**src/rtl/regfile_wb_arbiter_pkg.sv**
```systemverilog
// Shared sizing and requester IDs for the register-file writeback arbiter.
package regfile_wb_arbiter_pkg;
  localparam int DATA_WIDTH     = 32;
  localparam int REG_ADDR_WIDTH = 5;
  localparam int N_REQ          = 3;
  localparam int GRANT_ID_W     = 2;

  typedef enum logic [GRANT_ID_W-1:0] {
    REQ_ALU = 2'd0,
    REQ_LSU = 2'd1,
    REQ_MDU = 2'd2
  } req_id_e;
endpackage

```
**src/rtl/regfile_wb_arbiter_rr.sv**
```systemverilog
// Round-robin one-hot grant: first valid requester at or after the pointer.
module rr_arbiter #(
  parameter int N  = 3,
  parameter int PW = 2
) (
  input  logic [N-1:0]  i_valid,
  input  logic [PW-1:0] i_ptr,
  output logic [N-1:0]  o_grant
);
  logic          found;
  logic [PW-1:0] idx;

  always_comb begin
    o_grant = '0;
    found   = 1'b0;
    idx     = '0;
    for (int i = 0; i < N; i++) begin
      idx = PW'((int'(i_ptr) + i) % N);
      if (!found && i_valid[idx]) begin
        o_grant[idx] = 1'b1;
        found        = 1'b1;
      end
    end
  end
endmodule

```
**src/rtl/regfile_wb_arbiter.sv**
```systemverilog
// Serialises writeback requesters onto the single RF write port and tracks
// in-flight destination registers in a scoreboard bitmap.
module regfile_wb_arbiter #(
  parameter int DATA_WIDTH     = regfile_wb_arbiter_pkg::DATA_WIDTH,
  parameter int REG_ADDR_WIDTH = regfile_wb_arbiter_pkg::REG_ADDR_WIDTH,
  parameter int N_REQ          = regfile_wb_arbiter_pkg::N_REQ
) (
  input  logic                            i_clk,
  input  logic                            i_rst,
  input  logic [N_REQ-1:0]                i_req_valid,
  output logic [N_REQ-1:0]                o_req_ready,
  input  logic [N_REQ*REG_ADDR_WIDTH-1:0] i_req_addr,
  input  logic [N_REQ*DATA_WIDTH-1:0]     i_req_data,
  input  logic                            i_issue_en,
  input  logic [REG_ADDR_WIDTH-1:0]       i_issue_addr,
  input  logic [REG_ADDR_WIDTH-1:0]       i_chk_addr_a,
  input  logic [REG_ADDR_WIDTH-1:0]       i_chk_addr_b,
  output logic                            o_busy_a,
  output logic                            o_busy_b,
  output logic                            o_rf_w_en,
  output logic [REG_ADDR_WIDTH-1:0]       o_rf_addr_w,
  output logic [DATA_WIDTH-1:0]           o_rf_din,
  output logic [1:0]                      o_grant_id
);
  import regfile_wb_arbiter_pkg::*;

  localparam int NREG = 2 ** REG_ADDR_WIDTH;

  logic [GRANT_ID_W-1:0]     ptr_q, ptr_d;
  logic [NREG-1:0]           sb_q, sb_d;
  logic                      w_en_q, w_en_d;
  logic [REG_ADDR_WIDTH-1:0] addr_q, addr_d;
  logic [DATA_WIDTH-1:0]     data_q, data_d;
  logic [GRANT_ID_W-1:0]     gid_q, gid_d;

  logic [N_REQ-1:0]          grant;
  logic [GRANT_ID_W-1:0]     gid;
  logic                      xfer;
  logic [REG_ADDR_WIDTH-1:0] sel_addr;

  rr_arbiter #(.N(N_REQ), .PW(GRANT_ID_W)) u_rr (
    .i_valid (i_req_valid),
    .i_ptr   (ptr_q),
    .o_grant (grant)
  );

  assign o_req_ready = i_rst ? '0 : grant;
  assign xfer        = |o_req_ready;

  always_comb begin
    gid = '0;
    for (int k = 0; k < N_REQ; k++)
      if (grant[k]) gid = GRANT_ID_W'(k);
  end

  assign sel_addr = i_req_addr[gid*REG_ADDR_WIDTH +: REG_ADDR_WIDTH];

  always_comb begin
    ptr_d  = ptr_q;
    w_en_d = 1'b0;
    addr_d = addr_q;
    data_d = data_q;
    gid_d  = gid_q;
    if (xfer) begin
      ptr_d  = (gid == GRANT_ID_W'(N_REQ-1)) ? '0 : gid + 1'b1;
      w_en_d = (sel_addr != '0);
      addr_d = sel_addr;
      data_d = i_req_data[gid*DATA_WIDTH +: DATA_WIDTH];
      gid_d  = gid;
    end
  end

  // Clear on the commit edge first so a same-edge issue to that register wins.
  always_comb begin
    sb_d = sb_q;
    if (w_en_q) sb_d[addr_q] = 1'b0;
    if (i_issue_en && (i_issue_addr != '0)) sb_d[i_issue_addr] = 1'b1;
    sb_d[0] = 1'b0;
  end

  always_ff @(posedge i_clk) begin
    if (i_rst) begin
      ptr_q  <= '0;
      sb_q   <= '0;
      w_en_q <= 1'b0;
      addr_q <= '0;
      data_q <= '0;
      gid_q  <= '0;
    end else begin
      ptr_q  <= ptr_d;
      sb_q   <= sb_d;
      w_en_q <= w_en_d;
      addr_q <= addr_d;
      data_q <= data_d;
      gid_q  <= gid_d;
    end
  end

  assign o_busy_a    = sb_q[i_chk_addr_a];
  assign o_busy_b    = sb_q[i_chk_addr_b];
  assign o_rf_w_en   = w_en_q;
  assign o_rf_addr_w = addr_q;
  assign o_rf_din    = data_q;
  assign o_grant_id  = 2'(gid_q);
endmodule

```
**config.mk**
```make
export PLATFORM = sky130hd
export DESIGN_NAME = regfile_wb_arbiter
export DESIGN_NICKNAME = d
export VERILOG_FILES = /design/src/rtl/regfile_wb_arbiter_pkg.sv /design/src/rtl/regfile_wb_arbiter_rr.sv /design/src/rtl/regfile_wb_arbiter.sv
export SDC_FILE = /design/constraint.sdc
export NUM_CORES = 1
export LEC_CHECK = 0
export BUFFER_PORTS_ARGS = -buffer_cell sky130_fd_sc_hd__buf_2
export CAP_MARGIN = 20
export CORE_ASPECT_RATIO = 1.2
export CORE_MARGIN = 1
export CORE_UTILIZATION = 46
export CTS_BUF_LIST = sky130_fd_sc_hd__clkbuf_4
export DETAILED_ROUTE_END_ITERATION = 10
export PLACE_DENSITY = 0.8
export SLEW_MARGIN = 10
export SYNTH_ARGS = -nofsm -noshare
export SYNTH_HDL_FRONTEND = slang
export SYNTH_SLANG_ARGS = --single-unit
```
**constraint.sdc**
```tcl
create_clock -name i_clk -period 2.8 [get_ports i_clk]
set_clock_uncertainty 0.15 [all_clocks]
set_input_delay 0.56 -clock i_clk [delete_from_list [all_inputs] [get_ports i_clk]]
set_output_delay 0.56 -clock i_clk [all_outputs]
set_load 0.05 [all_outputs]
```
### After elaboration in Yosys (flattened, before gate mapping)

Index checks and enable logic that the tools add are counted.

| storage, ports and cells | value |
|---|---|
| register bits after elaboration | 74 |
| bits in latches | 0 |
| RAM bits | 0 |
| ROM bits | 0 |
| input port bits | 132 |
| output and inout bits | 45 |
| logic and storage cells | 80 |
| memories | 0 |

| cells by class | value |
|---|---|
| add/subtract/negate cells | 3 |
| $mul | 1 |
| div/mod/pow operators | 3 |
| $lt $le $gt $ge | 12 |
| equality and inequality tests | 1 |
| shifts and indexed selects | 2 |
| multiplexer cells | 31 |
| bitwise logic cells | 6 |
| reductions and logical operators | 14 |

Operators by type and width:

| kind | count |
|---|---|
| 96-bit by 8-bit indexed part select with 32-bit output | 1 |
| 32-bit by 3-bit remainder unit with 32-bit output, second input constant | 2 |
| 32-bit two-way mux | 2 |
| 32-bit bitwise AND | 1 |
| 3-bit by 3-bit remainder unit with 32-bit output, second input constant | 1 |
| 32-bit inverter | 1 |
| 32-bit OR | 1 |
| 5-bit by 6-bit less-than comparator with 1-bit output, second input constant | 4 |
| 15-bit by 6-bit indexed part select with 5-bit output | 1 |
| 1-bit two-way mux | 13 |
| 3-bit two-way mux | 4 |
| 1-bit binary-select mux with 5-bit select | 2 |
| 1-bit demux with 5-bit select | 2 |
| 5-bit by 1-bit >= comparator with 1-bit output, second input constant | 2 |
| 5-bit nonzero test | 2 |
| 2-bit by 3-bit less-than comparator with 1-bit output, second input constant | 3 |
| 1-bit logical AND | 8 |
| 1-bit binary-select mux with 2-bit select | 3 |
| 1-bit demux with 2-bit select | 3 |
| 2-bit by 1-bit >= comparator with 1-bit output, second input constant | 3 |
| 3-bit OR | 2 |
| 2-bit by 3-bit multiplier with 5-bit output, second input constant | 1 |
| 2-bit two-way mux | 2 |
| 2-bit by 1-bit adder with 3-bit output, second input constant | 1 |
| 7 further kinds | 8 |

### Depth between registers and ports, before layout

| depth | value |
|---|---|
| depth after elaboration | 15 |
| mapped depth | 11 |

### Hierarchy

Synthesis repeated with hierarchy kept, for this count alone.

| second synthesis, totals | value |
|---|---|
| cells, all modules | 574 |
| area, all modules | 4561.9 um2 |

By module, submodules not included:

| module | instances | cells each | area each (um2) | sequential area each (um2) |
|---|---|---|---|---|
| regfile_wb_arbiter | 1 | 538 | 4289.1 | 1441.4 |
| rr_arbiter | 1 | 36 | 272.8 | 0.0 |

### Worst setup path before layout

No wires, ideal clock.

| path | value |
|---|---|
| path type | register -> output |
| from | reg, netlist name o_grant_id[0] |
| to | out o_req_ready[2] |
| arrival | 2.573 ns |
| required time | 2.090 ns |
| setup slack | -0.483 ns |
| cell stages (with the launch flop) | 11 |
| cells stage by stage | dfxtp_1 > inv_1 > ha_1 > buf_2 > nor4bb_1 > a32o_1 > a32o_2 > nor2_4 > buf_4 > clkbuf_1 > nor2_1 |

RTL lines:

| element | RTL line | RTL |
|---|---|---|
| end: declaration | regfile_wb_arbiter.sv:11 | `output logic [N_REQ-1:0] o_req_ready,` |

==> impl_results.md <==
- Placed insts: 760
- Worst path required time: 2.09 ns
- Total power: around 0.0058 W
- Post-synth EDFFs: 0
- Dpl hpwl: around 10000 um
- Largest net degree at the start of global routing: 70
- Pre-antenna DRT Iters: 4
- Status: complete, but fails checks
- Post-synthesis sequential area ratio: 0.329
- TritonCTS sink count: 72
- Final Max Tran Viols: 0
- WL/cell: 17.9 um
- Clock H-tree levels: 3
- Layout net count: 801
- Total core area: 0.00913 mm2
- Detailed Route WL: 14100 um
- Least-Margin Pin Slew: 0.838 ns
- Die area: between 0.009 and 0.01 mm2
- Worst hold-check path type: primary input to flip-flop
- CTS tree: yes
- Setup WS post-layout: -0.194 ns
- Leakage: 2.63 nW
- GRT Residual Overflow: 0
- TNS Setup: -0.553 ns
- CTS Hold Buffers Added: 0
- CP arrival: 2.28 ns
- Final Non-Filler Cells: 789
- Rel. slew slack: 0.439
- Vias in the first global route: 4613
- Row cnt: 38
- Critical-path maximum fanout: 6
- Worst setup path category: flip-flop to primary output
- Net Count, Synth: 614
- Clock root buffer: clkbuf_4
- Area growth from synthesis to layout: 32.8%
- I/O pin count: 177
- CTS buffer count: 9
- Initial Util: 0.480
- ANT cells: 0
- Syn Area/Cell: around 9.2 um2
- Cell Pwr Density: 998 mW/mm2
- Worst IR Drop VDD: about 0.64 mV
- Synth async-reset ratio: 0
- Layout cells sized above 1: 0.462
- Die Wd: slightly above 90 um
- Element type at the critical path end: primary output
- #FFs+latches synth: 72
- GRT Overall Usage: 0.288
- Final Cycle Share: 1.07
- Max-cap violation count: 0
- Routability cong.: 0.902
- Via Count: 4625
- CTS Buffer Depth: 2
- First-pass GRT wire length: around 22000 um
- F_max: 0.334 GHz
- Fill count: 782
- DRC: 0
- Final hold violation count: 0
- Die height: 109 um
- Failing checks: negative setup slack
- Vias per inst: 5.86
- IO buf count: roughly 180
- Yosys warnings: 0
- Starting DRT DRC Count: 260
- Gate Count Post-Synth: 478
- Setup violators final: 5
- Final min period: 2.99 ns
- Skew-Pair Late Insertion Delay: ~0.42 ns
- Top FF cell, synth: dfxtp_1
- Cell variety after synth: 52
- Post-route ant nets: 0
- Initial antenna violation count: 0
- Worst-path clk slew: around 0.11 ns
- RSZ-0062 raised after global routing: true
- Crit path launch type: flip-flop
- Cell Area, Synth: 0.00438 mm2
[cell usage after synthesis, drive strengths merged, types with 3 or more instances]
cell type,number,area (um2)
clkbuf,19,71.3
mux2i,34,340
buf,18,144
nand3,8,40.0
dfxtp,72,1440
mux2,5,56.3
nand3b,7,52.6
a32o,36,362
a21oi,37,196
or2,34,213
nor3b,6,45.0
nand4,3,18.8
nand2b,3,18.8
and3,3,18.8
nand2,80,300
o2bb2ai,3,26.3
inv,5,18.8
mux4,18,405
a211oi,3,22.5
nor2,11,51.3
o21ai,39,195
nor3,4,41.3
ha,4,50.1
[report_power, final]
group | total (W) | internal (W) | leakage [nW] | switching (W)
registers | 0.00145 | 0.00126 | 0.592 | 0.000190
logic | 0.00372 | 0.00146 | 1.96 | 0.00226
clock network | 0.000629 | 0.000270 | 0.0734 | 0.000358
total | 0.00580 | 0.00299 | 2.63 | 0.00281
[repair_timing]
item / CTS / global route
pin swaps: 12 / 5
endpoints found under the hold margin: 0 / 0
setup endpoints to repair: 30 / 34
gates resized for setup: 34 / 8
buffers inserted: 11 / 3
[state kept, by name, summed over array words and instances (netlist names)]
name         flops
o_rf_addr_w      5
o_grant_id       2
o_rf_w_en        1
o_rf_din        32
sb_q            31
ptr_q            1
[per-stage QoR]
| step | setup WS [ns] | hold WS, ns | util | area [um2] |
|---|---|---|---|---|
| final | -0.194 | 0.276 | 0.637 | 5820 |
| after floorplan | -0.128 | 0.310 | - | 4420 |
| after CTS | -0.164 | 0.244 | 0.632 | 5770 |
| after detailed placement | -0.255 | 0.300 | 0.596 | 5450 |
| after global placement | -0.191 | 0.293 | 0.596 | 5450 |
| after global routing | -0.278 | 0.237 | 0.637 | 5820 |
[metal layers]
metal | share of wire | vias up | track usage
li1 | - | 2156 | -
met1 | 0.36 | 2180 | 0.290
met2 | 0.52 | 246 | 0.537
met3 | 0.082 | 43 | 0.0774
met4 | 0.039 | 0 | 0.168
met5 | 0 | - | 0
[worst max-delay path: stages (launching register included)]
cell	delay, ns
dfxtp_4	0.37
buf_6	0.13
ha_4	0.19
mux2i_4	0.20
a32o_2	0.31
and2_4	0.15
a311oi_4	0.28
nor2_2	0.07
buf_6	0.17
[cell type report]
type | instances | area, um2 | area share
clock buffer | 10 | 75.1 | 0.0129
inverter | 5 | 23.8 | 0.00409
timing repair buffer | 213 | 1260 | 0.217
multi-input combinational | 364 | 2800 | 0.482
clock inverter | 5 | 48.8 | 0.00839
sequential | 72 | 1450 | 0.250
tap | 120 | 150 | 0.0258
[final timing paths]
path,from,end,slack (ns),cells after the start
hold / removal,i_req_addr[12],o_rf_w_en,0.28,2
setup reg to reg,ptr_q[0],o_rf_addr_w[2],0.10,10
hold reg to reg,o_rf_din[8],o_rf_din[8],0.32,1
setup / recovery,o_grant_id[0],o_req_ready[0],-0.19,8
[logic make-up (layout without fill, tap and decap cells)]
logic type	count (synthesis)	after routing	synth area share
AO/OA/AOI/OAI	130	130	0.216
adder cells (fa/ha/maj)	4	4	0.0114
buffers and inverters	42	233	0.0534
flip-flops	72	72	0.329
multiplexers	57	57	0.183
AND/OR/NAND/NOR	173	173	0.207
[layout by cell type (no fill, tap or decap), types with 3 or more instances in the layout]
cell and instances:
or2_1 5, a21oi_1 36, and3_1 3, nand2b_1 3, a32o_1 34, buf_6 8, nor3b_1 6, buf_2 169
mux2i_1 33, o2bb2ai_1 3, dfxtp_1 68, o21ai_0 36, nand2_1 80, buf_12 4, a211oi_1 3, clkinv_2 3
nor2_1 6, nor2_4 3, nand4_1 3, mux2_2 3, clkbuf_4 10, mux4_2 18, ha_4 3, or2_2 29
nand3_1 8, buf_4 31, nand3b_1 7, inv_1 3, o21ai_1 3
(Power assumes the default switching activity.)
